## config.mk

```make
export PLATFORM = sky130hd
export DESIGN_NAME = alu_operand_sequencer_flat
export DESIGN_NICKNAME = d
export VERILOG_FILES = /design/src/rtl/alu_operand_sequencer_if.sv /design/src/rtl/alu_operand_sequencer.sv /design/src/flat_wrapper.sv
export SDC_FILE = /design/constraint.sdc
export NUM_CORES = 1
export LEC_CHECK = 0
export ABC_AREA = 1
export CORE_MARGIN = 2
export CORE_UTILIZATION = 50
export CTS_CLUSTER_SIZE = 14
export DETAILED_ROUTE_END_ITERATION = 7
export GPL_TIMING_DRIVEN = 0
export PLACE_DENSITY = 0.82
export SLEW_MARGIN = 5
export SYNTH_ARGS = -nofsm -noshare
export SYNTH_HDL_FRONTEND = slang
export SYNTH_SLANG_ARGS = --single-unit
```

## constraint.sdc

```tcl
create_clock -name clk -period 3.09 [get_ports clk]
set_input_delay 0.618 -clock clk [delete_from_list [all_inputs] [get_ports clk]]
set_output_delay 0.618 -clock clk [all_outputs]
set_load 0.05 [all_outputs]
```

## src/rtl/alu_operand_sequencer_if.sv

```systemverilog
// Board-side bus of the operand sequencer: switch/button inputs, operands to the
// multiplier, its product back, and the held result/status for display.
interface alu_operand_sequencer_if #(
    parameter int WIDTH = 4
);
    logic [WIDTH-1:0] sw_data;
    logic             btn_load;
    logic             btn_clear;
    logic [WIDTH-1:0] op_a;
    logic [WIDTH-1:0] op_b;
    logic             op_valid;
    logic [WIDTH-1:0] result_in;
    logic [WIDTH-1:0] result_q;
    logic             result_valid;
    logic [1:0]       state_dbg;

    modport master (
        output sw_data, btn_load, btn_clear, result_in,
        input  op_a, op_b, op_valid, result_q, result_valid, state_dbg
    );

    modport slave (
        input  sw_data, btn_load, btn_clear, result_in,
        output op_a, op_b, op_valid, result_q, result_valid, state_dbg
    );
endinterface

```

## src/rtl/alu_operand_sequencer.sv

```systemverilog
// Captures A then B from switches on debounced load presses, presents them to the
// multiplier for one EXEC cycle, then registers and holds the product for display.
module alu_operand_sequencer #(
    parameter int WIDTH           = 4,
    parameter int DEBOUNCE_CYCLES = 16
) (
    input logic                    clk,
    input logic                    rst_n,
    alu_operand_sequencer_if.slave bus
);
    localparam int CW = (DEBOUNCE_CYCLES > 2) ? $clog2(DEBOUNCE_CYCLES) : 1;
    localparam logic [CW-1:0] CNT_MAX = CW'(DEBOUNCE_CYCLES - 1);

    typedef enum logic [1:0] {
        IDLE   = 2'b00,
        WAIT_B = 2'b01,
        EXEC   = 2'b10,
        SHOW   = 2'b11
    } state_t;

    state_t           state_q, state_d;
    logic [WIDTH-1:0] op_a_q, op_a_d;
    logic [WIDTH-1:0] op_b_q, op_b_d;
    logic [WIDTH-1:0] result_q, result_d;

    logic [1:0]    load_sync;
    logic [1:0]    clr_sync;
    logic [CW-1:0] deb_cnt;
    logic          deb_level;
    logic          deb_prev;
    logic          load_pulse;
    logic          clr;

    // Two-stage synchronizers for both raw buttons.
    always_ff @(posedge clk or negedge rst_n) begin
        if (!rst_n) begin
            load_sync <= '0;
            clr_sync  <= '0;
        end else begin
            load_sync <= {load_sync[0], bus.btn_load};
            clr_sync  <= {clr_sync[0], bus.btn_clear};
        end
    end

    // Counter runs only while the synced level disagrees with the accepted one,
    // so any bounce back to the accepted level restarts the qualification window.
    always_ff @(posedge clk or negedge rst_n) begin
        if (!rst_n) begin
            deb_cnt   <= '0;
            deb_level <= 1'b0;
            deb_prev  <= 1'b0;
        end else begin
            deb_prev <= deb_level;
            if (load_sync[1] == deb_level) begin
                deb_cnt <= '0;
            end else if (deb_cnt == CNT_MAX) begin
                deb_cnt   <= '0;
                deb_level <= load_sync[1];
            end else begin
                deb_cnt <= deb_cnt + 1'b1;
            end
        end
    end

    assign load_pulse = deb_level & ~deb_prev;
    assign clr        = clr_sync[1];

    always_ff @(posedge clk or negedge rst_n) begin
        if (!rst_n) begin
            state_q  <= IDLE;
            op_a_q   <= '0;
            op_b_q   <= '0;
            result_q <= '0;
        end else begin
            state_q  <= state_d;
            op_a_q   <= op_a_d;
            op_b_q   <= op_b_d;
            result_q <= result_d;
        end
    end

    always_comb begin
        state_d  = state_q;
        op_a_d   = op_a_q;
        op_b_d   = op_b_q;
        result_d = result_q;
        case (state_q)
            IDLE: begin
                if (load_pulse) begin
                    op_a_d  = bus.sw_data;
                    state_d = WAIT_B;
                end
            end
            WAIT_B: begin
                if (load_pulse) begin
                    op_b_d  = bus.sw_data;
                    state_d = EXEC;
                end
            end
            // Operands are already registered, so the product is settled here.
            EXEC: begin
                result_d = bus.result_in;
                state_d  = SHOW;
            end
            SHOW: begin
                if (load_pulse) begin
                    op_a_d  = bus.sw_data;
                    state_d = WAIT_B;
                end
            end
            default: state_d = IDLE;
        endcase
        if (clr) begin
            state_d  = IDLE;
            op_a_d   = '0;
            op_b_d   = '0;
            result_d = '0;
        end
    end

    assign bus.op_a         = op_a_q;
    assign bus.op_b         = op_b_q;
    assign bus.result_q     = result_q;
    assign bus.op_valid     = (state_q == EXEC);
    assign bus.result_valid = (state_q == SHOW);
    assign bus.state_dbg    = state_q;
endmodule

```

## src/flat_wrapper.sv

```systemverilog
// flat-port wrapper written by rule: the top's interface ports become plain ports
module alu_operand_sequencer_flat 
#(
    parameter int WIDTH           = 4,
    parameter int DEBOUNCE_CYCLES = 16
)
  (clk, rst_n, bus_sw_data, bus_btn_load, bus_btn_clear, bus_result_in, bus_op_a, bus_op_b, bus_op_valid, bus_result_q, bus_result_valid, bus_state_dbg);
  alu_operand_sequencer_if #(.WIDTH(WIDTH)) bus_i ();
  input logic clk;
  input logic rst_n;
  input wire logic [$bits(bus_i.sw_data)-1:0] bus_sw_data;
  input wire logic [$bits(bus_i.btn_load)-1:0] bus_btn_load;
  input wire logic [$bits(bus_i.btn_clear)-1:0] bus_btn_clear;
  input wire logic [$bits(bus_i.result_in)-1:0] bus_result_in;
  output wire logic [$bits(bus_i.op_a)-1:0] bus_op_a;
  output wire logic [$bits(bus_i.op_b)-1:0] bus_op_b;
  output wire logic [$bits(bus_i.op_valid)-1:0] bus_op_valid;
  output wire logic [$bits(bus_i.result_q)-1:0] bus_result_q;
  output wire logic [$bits(bus_i.result_valid)-1:0] bus_result_valid;
  output wire logic [$bits(bus_i.state_dbg)-1:0] bus_state_dbg;
  assign bus_i.sw_data = bus_sw_data;
  assign bus_i.btn_load = bus_btn_load;
  assign bus_i.btn_clear = bus_btn_clear;
  assign bus_i.result_in = bus_result_in;
  assign bus_op_a = bus_i.op_a;
  assign bus_op_b = bus_i.op_b;
  assign bus_op_valid = bus_i.op_valid;
  assign bus_result_q = bus_i.result_q;
  assign bus_result_valid = bus_i.result_valid;
  assign bus_state_dbg = bus_i.state_dbg;
  alu_operand_sequencer #(.WIDTH(WIDTH), .DEBOUNCE_CYCLES(DEBOUNCE_CYCLES)) u_core (.clk(clk), .rst_n(rst_n), .bus(bus_i));
endmodule
```

==> impl_metrics.json <==
{
  "status": "completed",
  "cp.required_ps": 2470,
  "r2r_start": "u_core.bus.state_dbg[0]",
  "drc": 0,
  "synth.area.top_cells": "dfrtp_1 57%, nand2_1 10%, nand3_1 8.6%",
  "r2r_end": "u_core.bus.op_a[1]",
  "area_delta_synth_final_pct": 32.4,
  "r2r_slack_ps": 1610,
  "cp_max_fo": 6,
  "grt_max_degree": 25,
  "antenna_cells": 0,
  "grt_pass1_vias": 775,
  "finalNetCount": 166,
  "finClkSkew_ps": 4.23,
  "hold_buffers": 0,
  "synth_area_per_cell_um2": 8.98,
  "max-vdd-ir-drop_uv": 488,
  "grtUsageTotal": 0.186,
  "start_util": 0.530,
  "avgRoutedWirePerCell_um": 11.1,
  "htreeDepth": 1,
  "gr-total-overflow": 0,
  "drive_gt1_frac": 0.0541,
  "synth-simple-area-share": 0.251,
  "slew_violations": 0,
  "clock_sinks": 24,
  "criticalPathCategory": "register to output port",
  "cts.reportedPaths.clkPinSlew_ps": 120,
  "ys.flop_type": "dfrtp_1",
  "power_mw": 0.885,
  "switchingPower_mw": 0.345,
  "postRouteAntennaNets": 0,
  "fin_setup_tns_ps": 0,
  "yosysMostFrequentCell": "nand2_1",
  "gp_congestion": 0.803,
  "hold_end": "u_core.load_sync[1]",
  "synth_top_family_by_area": "simple AND/OR/NAND/NOR gates",
  "synthCells": 117,
  "power.share.clock": 0.182,
  "syn_area_um2": 1050,
  "numCtsBuffers": 3,
  "synth_fa_ha_area_frac": 0.0595,
  "setup_viol": 0,
  "p_int_mw": 0.540,
  "detail_route.first_pass.iterations": 4,
  "end_kind": "output port",
  "slew_headroom": 0.327,
  "p_sw_frac": 0.390,
  "synth-compound-area-share": 0.0238,
  "die_area_um2": 2480,
  "cts_tree": "done",
  "p_comb_frac": 0.392,
  "synth_nets": 134,
  "synth_commonest_cells": "29 x nand2_1, 24 x dfrtp_1, 18 x inv_1, 18 x nand3_1, 10 x nor2_1",
  "synth_edf_count": 0,
  "max_cap_viol_count": 0,
  "clkLatencyLatePin_ps": 310,
  "muxShareOfSynthArea": 0,
  "chipHeight_um": 49.8,
  "final-hold-violation-count": 0,
  "power.leakage_nw": 0.701,
  "core-area_um2": 1980,
  "ys_ff_latch": 24,
  "yosysWarnings": 0,
  "vias_per_cell": 4.72,
  "final_util": 0.702,
  "hold_depth": 0,
  "async_reset_ff_frac": 1.00,
  "grt_pass1_wl_um": 3480,
  "fp.dieW_um": 49.8,
  "clk_path_buf_depth": 2,
  "critPathLaunchType": "register",
  "yosysTopAreaCell": "dfrtp_1",
  "cts_resized": 0,
  "p_per_area_nw_per_um2": 636,
  "synth_xor_area_frac": 0.00833,
  "drt_iter0_markers": 12,
  "cts_setup_buffers": 0,
  "hpwl_um": 1440,
  "synth_cell_types": 14,
  "critPathArrivalTime_ps": 1950,
  "period_share": 0.832,
  "hold_path_class": "register to register",
  "p_seq_frac": 0.426,
  "rows": 16,
  "post-route-min-period_ps": 2570,
  "fmax_ghz": 0.389,
  "hold_slack_ps": 369,
  "clockRootBuffer": "clkbuf_4",
  "antenna_found_initial": 0,
  "synth_top_area_share": 0.571,
  "port_buffers": 27,
  "route.vias.total": 826,
  "wirelength_um": 1940,
  "io_pins": 28,
  "worstMarginPinSlew_ps": 1010,
  "rsz0062_at_grt": "no",
  "r2r_cells": 6,
  "hp-start": "u_core.load_sync[0]",
  "seq_area_frac_synth": 0.571
}
==> final cells by class <==
cell class	count	area (um^2)
clock buffers	4	36.3
flip-flops and latches	24	601
plain buffers	2	18.8
multi-input cells	72	360
repair buffers	27	270
fillers	148	591
inverters	19	71.3
well taps	27	33.8
==> state kept, by name (all words and copies together), names as in the netlist <==
| signal | count |
|---|---|
| u_core.deb_prev | 1 |
| u_core.bus.op_a | 4 |
| u_core.load_sync | 2 |
| u_core.clr_sync | 2 |
| u_core.bus.op_b | 4 |
| u_core.deb_level | 1 |
| u_core.deb_cnt | 4 |
| u_core.bus.result_q | 4 |
| u_core.bus.state_dbg | 2 |
==> critical path, stage by stage, from the launching register on <==
cell	delay (ps)
dfrtp_1	470
inv_1	80
ha_1	250
clkdlybuf4s50_1	840
==> per-layer routing <==
metal  up-vias  track usage  wire length [um]
met5         -            0                 0
met4         0       0.0417                18
met3         2       0.0485               111
met2        23        0.320               963
met1       372        0.234               847
li1        429            -                 -
==> cell usage in the layout, fill, tap and decap left out <==
master           instances
ha_1                     5
inv_2                    1
o21ai_0                  1
buf_4                    1
clkdlybuf4s50_1         27
xnor2_1                  1
nand3_1                 18
inv_1                   18
dfrtp_1                 24
nand2_1                 29
or2_4                    1
clkbuf_4                 3
buf_6                    1
nor2_1                  10
nand4_1                  3
clkbuf_8                 1
o21ai_1                  4
==> kinds of logic (layout without fill, tap and decap cells) <==
family / count (synthesis) / in the layout
adders and majority gates: 5 / 5
DFF: 24 / 24
xor gates and xnor gates: 1 / 1
buffers and inverters: 21 / 52
AOI/OAI and AO/OA: 5 / 5
and+or+nand+nor: 61 / 61
==> power groups by stage <==
stage                     clock network (mW)  logic (mW)  registers (mW)
after floorplan                            0       0.148           0.469
after global placement                     0       0.339           0.380
after detailed placement                   0       0.348           0.384
after CTS                              0.166       0.350           0.378
after global routing                   0.179       0.378           0.383
final                                  0.161       0.347           0.377
==> worst max path at each step <==
stage | from | slack, ps | endpoint | cells past startpoint
floorplan | u_core.bus.state_dbg[1] | 1180 | bus_op_valid | 1
global placement | u_core.bus.state_dbg[0] | 890 | bus_op_valid | 3
detailed placement | u_core.bus.state_dbg[0] | 870 | bus_op_valid | 3
CTS | u_core.bus.state_dbg[0] | 510 | bus_op_valid | 3
global route | u_core.bus.state_dbg[0] | 420 | bus_op_valid | 3
finish | u_core.bus.state_dbg[0] | 520 | bus_op_valid | 3
==> through the flow <==
step / setup slack (ps) / cell area, um^2 / instances
2_1_floorplan: 1180 / 1050 / 117
5_1_grt: 424 / 1390 / 175
6_report: 521 / 1390 / 175
4_1_cts: 514 / 1390 / 175
3_3_place_gp: 886 / 1360 / 171
3_5_place_dp: 872 / 1360 / 171
No activity file was read; power rests on OpenSTA's default activity.
